--- src/rtl/softmax_exp_combine.sv ---
// Softmax exponent recombination: scales e^f by a e^-k table to form e^x,
// streams the result, and accumulates the per-vector sum with saturation.
module softmax_exp_combine #(
    parameter int FRAC_BIT = 11,
    parameter int DWIDTH   = 16,
    parameter int SWIDTH   = 24
) (
    input  logic              clk,
    input  logic              arst_n,
    input  logic              clear,
    input  logic              in_valid,
    output logic              in_ready,
    input  logic [3:0]        in_k,
    input  logic [DWIDTH-1:0] in_exp,
    input  logic              in_last,
    output logic              out_valid,
    input  logic              out_ready,
    output logic [DWIDTH-1:0] out_data,
    output logic              out_last,
    output logic              sum_valid,
    output logic [SWIDTH-1:0] sum,
    output logic              sum_ovf
);

    localparam int LUT_FRAC  = 15;
    localparam int LUT_W     = 16;
    localparam int PROD_FRAC = FRAC_BIT + LUT_FRAC;
    // Shift the product back from PROD_FRAC to FRAC_BIT fraction bits.
    localparam int SHIFT     = PROD_FRAC - FRAC_BIT;
    localparam int PW        = DWIDTH + LUT_W + 1;
    localparam int AW        = ((SWIDTH > DWIDTH) ? SWIDTH : DWIDTH) + 1;

    localparam logic [PW-1:0] ROUND = {{(PW-1){1'b0}}, 1'b1} << (SHIFT - 1);
    localparam logic [AW-1:0] SMAX  = {{(AW-SWIDTH){1'b0}}, {SWIDTH{1'b1}}};

    typedef enum logic {
        IDLE,
        RUN
    } acc_state_t;

    logic              adv;
    logic              hs;
    logic [LUT_W-1:0]  lut_val;

    logic              s1_valid;
    logic [LUT_W-1:0]  s1_lut;
    logic [DWIDTH-1:0] s1_exp;
    logic              s1_last;

    logic              s2_valid;
    logic [DWIDTH-1:0] s2_data;
    logic              s2_last;

    logic [PW-1:0]     prod_full;
    logic [PW-1:0]     prod_rnd;
    logic [DWIDTH-1:0] prod_sat;

    acc_state_t        acc_state;
    acc_state_t        acc_state_next;
    logic [SWIDTH-1:0] acc;
    logic              ovf;
    logic [SWIDTH-1:0] acc_base;
    logic              ovf_base;
    logic [AW-1:0]     total_ext;
    logic              sat_hit;
    logic [SWIDTH-1:0] acc_next;
    logic              ovf_next;

    // A single stall signal freezes both stages whenever S2 holds an unaccepted result.
    assign adv       = out_ready | ~s2_valid;
    assign in_ready  = adv;
    assign out_valid = s2_valid;
    assign out_data  = s2_data;
    assign out_last  = s2_last;
    assign hs        = s2_valid & out_ready;

    // e^-k in unsigned Q1.15; beyond k=11 the value rounds to zero.
    always_comb begin
        lut_val = '0;
        case (in_k)
            4'd0:    lut_val = 16'd32768;
            4'd1:    lut_val = 16'd12055;
            4'd2:    lut_val = 16'd4435;
            4'd3:    lut_val = 16'd1631;
            4'd4:    lut_val = 16'd600;
            4'd5:    lut_val = 16'd221;
            4'd6:    lut_val = 16'd81;
            4'd7:    lut_val = 16'd30;
            4'd8:    lut_val = 16'd11;
            4'd9:    lut_val = 16'd4;
            4'd10:   lut_val = 16'd1;
            4'd11:   lut_val = 16'd1;
            default: lut_val = 16'd0;
        endcase
    end

    always_comb begin
        prod_full = PW'(s1_exp) * PW'(s1_lut);
        prod_rnd  = (prod_full + ROUND) >> SHIFT;
        prod_sat  = prod_rnd[DWIDTH-1:0];
        if (|prod_rnd[PW-1:DWIDTH]) begin
            prod_sat = '1;
        end
    end

    always_ff @(posedge clk or negedge arst_n) begin
        if (!arst_n) begin
            s1_valid <= 1'b0;
            s1_lut   <= '0;
            s1_exp   <= '0;
            s1_last  <= 1'b0;
            s2_valid <= 1'b0;
            s2_data  <= '0;
            s2_last  <= 1'b0;
        end else if (clear) begin
            s1_valid <= 1'b0;
            s2_valid <= 1'b0;
        end else if (adv) begin
            s1_valid <= in_valid;
            s2_valid <= s1_valid;
            if (in_valid) begin
                s1_lut  <= lut_val;
                s1_exp  <= in_exp;
                s1_last <= in_last;
            end
            if (s1_valid) begin
                s2_data <= prod_sat;
                s2_last <= s1_last;
            end
        end
    end

    // In IDLE the running total starts from zero regardless of the register contents.
    always_comb begin
        acc_state_next = acc_state;
        acc_base       = (acc_state == IDLE) ? '0 : acc;
        ovf_base       = (acc_state == IDLE) ? 1'b0 : ovf;
        total_ext      = AW'(acc_base) + AW'(s2_data);
        sat_hit        = (total_ext > SMAX);
        acc_next       = sat_hit ? {SWIDTH{1'b1}} : total_ext[SWIDTH-1:0];
        ovf_next       = ovf_base | sat_hit;
        if (hs) begin
            acc_state_next = s2_last ? IDLE : RUN;
        end
    end

    always_ff @(posedge clk or negedge arst_n) begin
        if (!arst_n) begin
            acc_state <= IDLE;
            acc       <= '0;
            ovf       <= 1'b0;
            sum_valid <= 1'b0;
            sum       <= '0;
            sum_ovf   <= 1'b0;
        end else if (clear) begin
            acc_state <= IDLE;
            acc       <= '0;
            ovf       <= 1'b0;
            sum_valid <= 1'b0;
        end else begin
            acc_state <= acc_state_next;
            sum_valid <= hs & s2_last;
            if (hs) begin
                if (s2_last) begin
                    acc     <= '0;
                    ovf     <= 1'b0;
                    sum     <= acc_next;
                    sum_ovf <= ovf_next;
                end else begin
                    acc <= acc_next;
                    ovf <= ovf_next;
                end
            end
        end
    end

endmodule

--- config.mk ---
export PLATFORM = sky130hd
export DESIGN_NAME = softmax_exp_combine
export DESIGN_NICKNAME = d
export VERILOG_FILES = /design/src/rtl/softmax_exp_combine.sv
export SDC_FILE = /design/constraint.sdc
export NUM_CORES = 1
export LEC_CHECK = 0
export CORE_ASPECT_RATIO = 0.7
export CORE_UTILIZATION = 25
export DETAILED_ROUTE_END_ITERATION = 16
export PLACE_DENSITY = 0.49
export SETUP_SLACK_MARGIN = 0.5
export SYNTH_ARGS = -nofsm -noshare
export SYNTH_HDL_FRONTEND = slang
export SYNTH_SLANG_ARGS = --single-unit
--- constraint.sdc ---
create_clock -name clk -period 14.5 [get_ports clk]
set_clock_uncertainty 0.1 [all_clocks]
set_input_delay 2.9 -clock clk [delete_from_list [all_inputs] [get_ports clk]]
set_output_delay 2.9 -clock clk [all_outputs]
set_load 0.01 [all_outputs]
# ---- Word-level counts from Yosys, hierarchy flattened
# Memories as Yosys holds them, arrays and structs flattened. A register that Yosys moved wholly into a read port is not among the register bits.
# Cells that the tools add are included.
dict set report word_totals {
  ff_bits 104
  mem_bits_ro 224
  out_inout_bits 45
  elab_cells 49
  n_memories 1
}
# memory depth width rd rd_clocked_by_memory_dff write_ports line
set mem_list {}
lappend mem_list {{(no name shown)} 16 14 1 1 0 80} ;# case (in_k)
dict set report classes {
  n_addsub 2
  mul 1
  order_cmp 1
  muxes 18
  n_bitwise 6
  reduce_logical 7
}
# operator count
set op_table {}
lappend op_table {{$mux W24} 5}
lappend op_table {{$add A32 B15 Y33 const B} 1}
lappend op_table {{$mul A16 B16 Y32} 1}
lappend op_table {{$add A24 B16 Y25} 1}
lappend op_table {{$gt A25 B24 Y1 const B} 1}
lappend op_table {{$mux W16} 1}
lappend op_table {{$mux W1} 12}
lappend op_table {{$reduce_and A3 Y1} 3}
lappend op_table {{$reduce_bool A2 Y1} 2}
lappend op_table {{$and A1 B1 Y1} 2}
lappend op_table {{$not A1 Y1} 2}
lappend op_table {{$or A1 B1 Y1} 2}
lappend op_table {{$reduce_or A2 Y1} 1}
lappend op_table {{$logic_not A1 Y1} 1}

# ---- Depth between registers and ports, before layout
# Gate-level depths: netlist of the first run.
dict set report depth {
  ltp_word 7
  ltp_mapped 24
  mapped_depth_nobuf 22
}

# ---- Least setup slack after synthesis of the first run
# No wires, ideal clock.
dict set report synth_timing {
  path_type {input -> output}
  startpoint {input out_ready}
  endpoint {output in_ready}
  arrival_ps 3226
  t_required_ps 11500
  path_slack_ps 8274
  stages 2
  path_cell_list {nor2b_1 -> inv_1}
}
dict set report synth_via {
  elab_chain_cells 1
}
# item line
set synth_lines {}
lappend synth_lines {{start: declaration} 17} ;# input logic out_ready,
lappend synth_lines {{$or A1 B1 Y1} 70} ;# assign adv = out_ready | ~s2_valid;
lappend synth_lines {{end: declaration} 12} ;# output logic in_ready,
# Every way passes these cells.

# ---- Worst setup path after layout of the first run
# Same ends and word-level chain as after synthesis.

==> out/metrics.yaml, run 1 <==
synthesis:
  synth.distinct_cells: 73
  synth-async-reset-ratio: 1.00
  seq_area_frac_synth: 0.192
  synth.net_count: 1833
  avgSynthCellArea_um2: 8.86
  syn_area_um2: 13100
  ys_seq_elements: 101
  ys.flop_type: "dfrtp_1"
  yosys.area_share.simple: 0.183
  synth-edff-count: 0
  muxShareOfSynthArea: 0.00314
  synth_compound_area_frac: 0.111
  ys.warnings.count: 0
  synth_cells: 1482
  synth_top_family_by_area: "adder cells"
  synth_fa_ha_area_frac: 0.403
  synth_xor_area_frac: 0.0193
power:
  p_per_area_nw_per_um2: 99.8
  cellLeakagePower_uw: 0.00731
  vdd_drop_max_uv: 63.2
  p_total_uw: 1470
clock_network:
  clock_path_buffers: 2
  root_buffer: "clkbuf_16"
  cts_setup_buffers: 0
  ctsHoldBuffers: 0
  htreeDepth: 3
  cts.sinks: 101
  clk_pin_slew_ps: 70
  numCtsBuffers: 9
  clk_latency_ps: 370
  cts_resized: 0
  cts_tree: "done"
setup_path:
  path_class: "input pin to primary output"
  required_ps: 11500
  r2r-end: "out_data[13]"
  timing.rr.start: "s1_lut[13]"
  crit_fanout: 4
  worstSetupStartpointType: "input pin"
  path_delay_family: "buffers and inverters"
  cp_slowest_stage_delay_ps: 490
  cp_slowest_cell: "clkdlybuf4s50_1"
  worst-path-buf-inv: 3
  reg2reg_depth: 22
  arrival_ps: 4180
  critical_path_cell_count: 4
  cp-startpoint: "out_ready"
  setup.worst_path.end_class: "primary output"
  path_cells: "clkdlybuf4s50_1 > nor2b_1 > inv_1 > clkdlybuf4s50_1"
  endpoint: "in_ready"
  r2r_setup_slack_ps: 7650
  crit_top_cell: "clkdlybuf4s50_1"
timing:
  min_period_over_period: 0.495
  finalCriticalPeriod_ps: 7180
  worst_slew_pin_slew_ps: 1100
  hold_violations: 0
  setup_viol: 0
  fmax_mhz: 139
  rsz0062_at_grt: "false"
  slew_headroom: 0.268
  finalSetupTns_ps: 0
  drv_slew: 0
detailed_routing:
  drt_iter0_drc: 593
  drtPass1Iterations: 5
  antenna_left: 0
  wl_per_cell_um: 15.5
  drc: 0
  vias: 9930
  vias_per_cell: 4.55
  drt_wl_total_um: 33800
die:
  die-height_um: 194
  initial_core_util: 0.256
  core_um2: 51300
  die_w_um: 276
  ios: 71
  rows: 69
  die_area_um2: 53500
placed_design:
  dpl.hpwl_um: 26800
  port_buffers: 70
  gp_congestion: 0.829
grt:
  grt_antenna_before_repair: 0
  grt_max_degree: 60
  grt_pass1_vias: 10453
  grt.total_usage: 0.134
  grt_first_pass_wirelength_um: 56600
  grt_remaining_overflow: 0
cells_and_area:
  nNetsFinal: 1857
  area_growth_pct: 12.3
  drive_gt1_frac: 0.0278
  antennaDiodeCount: 0
flow_run:
  cap_violations: 0
hold_path:
  hp-class: "flop to flop"
outcome:
  status: "finished clean"
==> logic make-up after synthesis <==
group                    Yosys count
AND/OR/NAND/NOR                  504
adder cells (fa/ha/maj)          325
buffers and inverters            302
AO/OA/AOI/OAI                    217
flip-flops                       101
XOR/XNOR                          29
multiplexers                       4
==> metrics by stage <==
step,setup WS (ps),cell area [um2],util,hold WS (ps),instances
finish,7320,14700,0.287,381,2184
CTS,7300,14700,0.287,386,2184
global route,7210,14700,0.287,409,2184
detailed placement,7300,14500,0.282,368,2169
global placement,7320,14500,0.282,364,2169
floorplan,8270,13100,-,340,1482
==> registers in the layout (all words and copies together) (netlist names), 13 cells and up <==
name      flops
out_data     16
acc          24
sum          24
s1_exp       16
s1_lut       13
==> power breakdown <==
group / switching, uW / internal [uW]
registers: 91.7 / 329
logic: 453 / 360
clock network: 121 / 117
==> worst reg2reg max path, stage by stage, from the launching register on <==
cell and delay (ps):
dfrtp_1 770, nand2_1 210, xor2_1 210, ha_1 190, o21bai_1 170, fa_1 550
inv_1 50, fa_1 480, inv_1 60, fa_1 510, fa_1 540, inv_1 50
fa_1 530, inv_1 40, ha_1 360, a21oi_1 160, o21ai_0 240, nand3_1 180
o21a_1 240, a21oi_2 100, o31a_1 330, o211ai_4 460, o22a_1 240
==> how the worst min path moves through the flow <==
stage            start       to  cells after the start
2_1_floorplan  s1_last  s1_last                      2
3_3_place_gp    acc[3]   acc[3]                      2
3_5_place_dp   s1_last  s1_last                      2
4_1_cts        acc[15]  acc[15]                      2
5_1_grt        sum[20]  sum[20]                      2
6_report        acc[9]   acc[9]                      2
==> cells in the mapped netlist, types with 2 or more instances <==
master	count	area, um2
a31oi_1	4	25.0
a21oi_1	43	215
nand2_1	248	931
o21a_1	6	45.0
clkbuf_1	57	214
o2111ai_1	3	26.3
a311oi_1	3	26.3
nor2_1	50	188
or3_1	3	18.8
nand3_1	18	90.1
nand3b_1	3	22.5
o31a_1	2	17.5
mux2i_1	3	30.0
xor2_1	9	78.8
ha_1	162	2030
nor3_1	11	55.1
xnor2_1	20	175
buf_2	3	15.0
and2_1	130	813
o21ai_0	37	185
and4_1	4	35.0
and3_1	3	18.8
a21oi_2	2	17.5
o211ai_1	4	30.0
dfrtp_1	101	2530
a211oi_2	3	37.5
buf_4	2	15.0
o31ai_1	9	67.6
nand4_1	11	68.8
a21o_1	8	60.1
o21bai_1	3	22.5
fa_1	163	3260
nor2b_1	6	37.5
o311ai_1	3	26.3
a211o_1	2	17.5
o21ai_1	40	200
a211oi_1	6	45.0
nor4_1	3	18.8
o22a_1	16	140
nor4_2	2	25.0
inv_1	238	893
nand2b_1	7	43.8
==> placed cells by master, fill, tap and decap left out, types with 6 or more instances in the layout <==
cell,instances
ha_1,162
xnor2_1,20
o21ai_0,37
xor2_1,9
nand2_1,248
inv_1,238
o21ai_1,40
a21oi_1,43
buf_4,8
nand4_1,11
a211oi_1,6
clkbuf_16,9
o31ai_1,9
a21o_1,8
nor2_1,50
o22a_1,16
nor3_1,11
nand2b_1,7
fa_1,163
o21a_1,6
dfrtp_1,101
nand3_1,18
and2_1,130
clkdlybuf4s50_1,69
nor2b_1,6
==> layer usage <==
metal,track usage,up-vias,part of all wire
met5,0,-,0
li1,-,4797,-
met3,0.0171,16,0.033
met4,0.0250,0,0.0096
met2,0.214,154,0.45
met1,0.192,4963,0.51
==> area by class of cell <==
class | instances | area (um2)
Clock buffer | 9 | 225
Clock inverter | 6 | 48.8
Fill cell | 5462 | 36500
Inverter | 238 | 893
Multi-Input combinational cell | 1079 | 9450
Sequential cell | 101 | 2530
Tap cell | 674 | 843
Timing Repair Buffer | 77 | 751
No activity file was read; power rests on OpenSTA's default activity.
==> inputs of run 2 (changes only) <==
Clock period 14.5 ns to 7.51 ns, I/O delays scaled along.
==> run 2 against run 1 <==
- via count is 0.37% higher
- total power grew 95%
- first-iteration DRC count is 9.6% lower
- core utilization rose by 0.059 points
- critical path type is now flop to flop
- largest cell class unchanged
==> out/metrics.yaml, run 2 (same netlist as run 1, synthesis figures left out) <==
timing:
  worst_slew_pin_slew_ps: 1060  # -39.0 ps
  setup_viol: 0  # unchanged
  fmax_mhz: 150
  finalWorstSetupSlack_ps: 852  # -6470 ps
  min_period_over_period: 0.887
  slew_headroom: 0.294  # +0.0260
  hold_violations: 0  # unchanged
  holdWs_ps: 376  # -4.51 ps
  drv_slew: 0  # unchanged
  rsz0062_at_grt: "false"
  finalSetupTns_ps: 0  # unchanged
  finalCriticalPeriod_ps: 6660
cells_and_area:
  layout_common_cells: "248 x nand2_1, 238 x inv_1, 163 x fa_1, 162 x ha_1, 130 x and2_1"
  multi_input_area_um2: 9450  # unchanged
  antennaDiodeCount: 0  # unchanged
  drive_gt1_frac: 0.0344  # +0.00660
  final_common_cell: "nand2_1"
  top_regs: "acc (24), sum (24)"
  final_util: 0.288  # +0.000586
  seq_area_um2: 2540  # +0.45%
  area_growth_pct: 12.5
  nNetsFinal: 1857  # unchanged
  final_area_um2: 14800  # +0.20%
  fill_cells: 5510  # +0.88%
clock_network:
  cts.sinks: 101  # unchanged
  cts_tree: "done"
  htreeDepth: 3  # unchanged
  ctsHoldBuffers: 0  # unchanged
  numCtsBuffers: 9  # unchanged
  clk_pin_slew_ps: 90  # +20 ps
  root_buffer: "clkbuf_16"
  clk_latency_ps: 370  # about the same
  clock_path_buffers: 2  # unchanged
power:
  seq_power_share: 0.281  # -0.005
  p_int_uw: 1560  # +94%
  pwr-share-comb: 0.550  # -0.002
  p_sw_frac: 0.453  # +0.00101
  pwr-share-clk: 0.169  # +0.007
  p_switching_uw: 1300  # +95%
  p_per_area_nw_per_um2: 194  # +94%
  vdd_drop_max_uv: 121  # +91%
  cellLeakagePower_uw: 0.00731  # about the same
detailed_routing:
  vias_per_cell: 4.56  # +0.33%
  vias: 9967  # +0.37%
  drt_wl_total_um: 33600  # -0.54%
  drtPass1Iterations: 5  # unchanged
  antenna_left: 0  # unchanged
  wl_per_cell_um: 15.4  # -0.58%
  drt_iter0_drc: 536  # -9.6%
  drc: 0  # unchanged
setup_path:
  arrival_ps: 6850  # +2670 ps
  worstSetupStartpointType: "flop"
  required_ps: 7700  # -3800 ps
  path_class: "flop to flop"
  crit_fanout: 16  # +12
  setup.worst_path.end_class: "flop"
hold_path:
  hp-class: "flop to flop"
placed_design:
  dp_slack_ps: 865  # -6430 ps
  port_buffers: 70  # unchanged
  place_area_um2: 14500  # unchanged
  gp_congestion: 0.828  # -0.22%
  dpl.hpwl_um: 27100  # +1.2%
outcome:
  status: "finished clean"
grt:
  grt_antenna_before_repair: 0  # unchanged
  grt.total_usage: 0.135  # +0.00128
  grt_pass1_vias: 10421  # -0.31%
  grt_first_pass_wirelength_um: 57400  # +1.4%
  grt_max_degree: 57  # -5.0%
  grt_remaining_overflow: 0  # unchanged
die:
  die-height_um: 194  # unchanged
  initial_core_util: 0.256  # unchanged
  die_w_um: 276  # unchanged
  ios: 71  # unchanged
  core_um2: 51300  # unchanged
  rows: 69  # unchanged
  die_area_um2: 53500  # unchanged
flow_run:
  cap_violations: 0  # unchanged
-- run 2: cell count changes in the layout (fill, tap and decap cells not counted) --
cell,delta
dfrtp_2,+9
dfrtp_1,-9
inv_6,+1
clkinv_4,-2
inv_8,+1
clkinv_8,+1
-- run 2: critical path, stage by stage (launching register included) --
cell and delay [ps]:
dfrtp_1 740, nand2_1 160, fa_1 530, fa_1 530
inv_1 70, fa_1 560, fa_1 440, fa_1 540
inv_1 50, fa_1 530, inv_1 40, ha_1 340
a211oi_1 270, o21ai_1 130, o211ai_1 150, o21a_1 280
a21oi_2 100, o31a_1 330, o211ai_4 450, o22a_1 230
-- run 2: layout make-up --
cell class / instances / area share
multi-input cells: 1079 / 0.640
flip-flops and latches: 101 / 0.172
inverters: 238 / 0.0605
well taps: 674 / 0.0571
repair buffers: 77 / 0.0508
clock buffers: 9 / 0.0152
clock inverters: 7 / 0.00457
-- run 2: power by group through the flow --
stage | Clock, uW | Combinational (uW) | Sequential, uW
global route | 522 | 1830 | 828
finish | 483 | 1570 | 805
floorplan | 0 | 1120 | 741
CTS | 502 | 1620 | 812
global placement | 0 | 1600 | 819
detailed placement | 0 | 1610 | 823
-- run 2: through the flow --
| step | std cells | power [uW] |
|---|---|---|
| 2_1_floorplan | 1482 | 1870 |
| 3_3_place_gp | 2169 | 2420 |
| 3_5_place_dp | 2169 | 2430 |
| 4_1_cts | 2185 | 2930 |
| 5_1_grt | 2185 | 3180 |
| 6_report | 2185 | 2860 |
-- run 2: metal layers --
metal	up-vias	GRT usage	part of all wire
li1	4802	-	-
met1	4971	0.203	0.52
met2	169	0.205	0.44
met3	25	0.0142	0.030
met4	0	0.0291	0.014
met5	-	0	0
-- run 2: path summary, 6_finish.rpt --
check | slack (ps) | depth (start not counted) | end | start
max in group asynchronous | 4990 | 2 | s1_lut[13] | arst_n
min in group asynchronous | 1040 | 1 | sum[0] | arst_n
max reg2reg | 850 | 19 | out_data[12] | s1_exp[10]
min reg2reg | 380 | 2 | sum[16] | sum[16]
max | 850 | 19 | out_data[12] | s1_exp[10]
min | 380 | 2 | sum[16] | sum[16]
-- run 2: what timing repair did --
item / CTS / global route
resized for setup: 0 / 9
endpoints found under the setup margin: 0 / 16
buffers inserted: 0 / 0
==> inputs of run 3 (changes only) <==
--- a/constraint.sdc
+++ b/constraint.sdc
@@ -3,3 +3,3 @@
 set_input_delay 1.502 -clock clk [delete_from_list [all_inputs] [get_ports clk]]
 set_output_delay 1.502 -clock clk [all_outputs]
-set_load 0.01 [all_outputs]
+set_load 0.05 [all_outputs]
==> results of run 3 <==
The final DEF is identical to that of run 2. Status: finished clean.
Among the figures that moved: total power 2860 uW -> 3080 uW
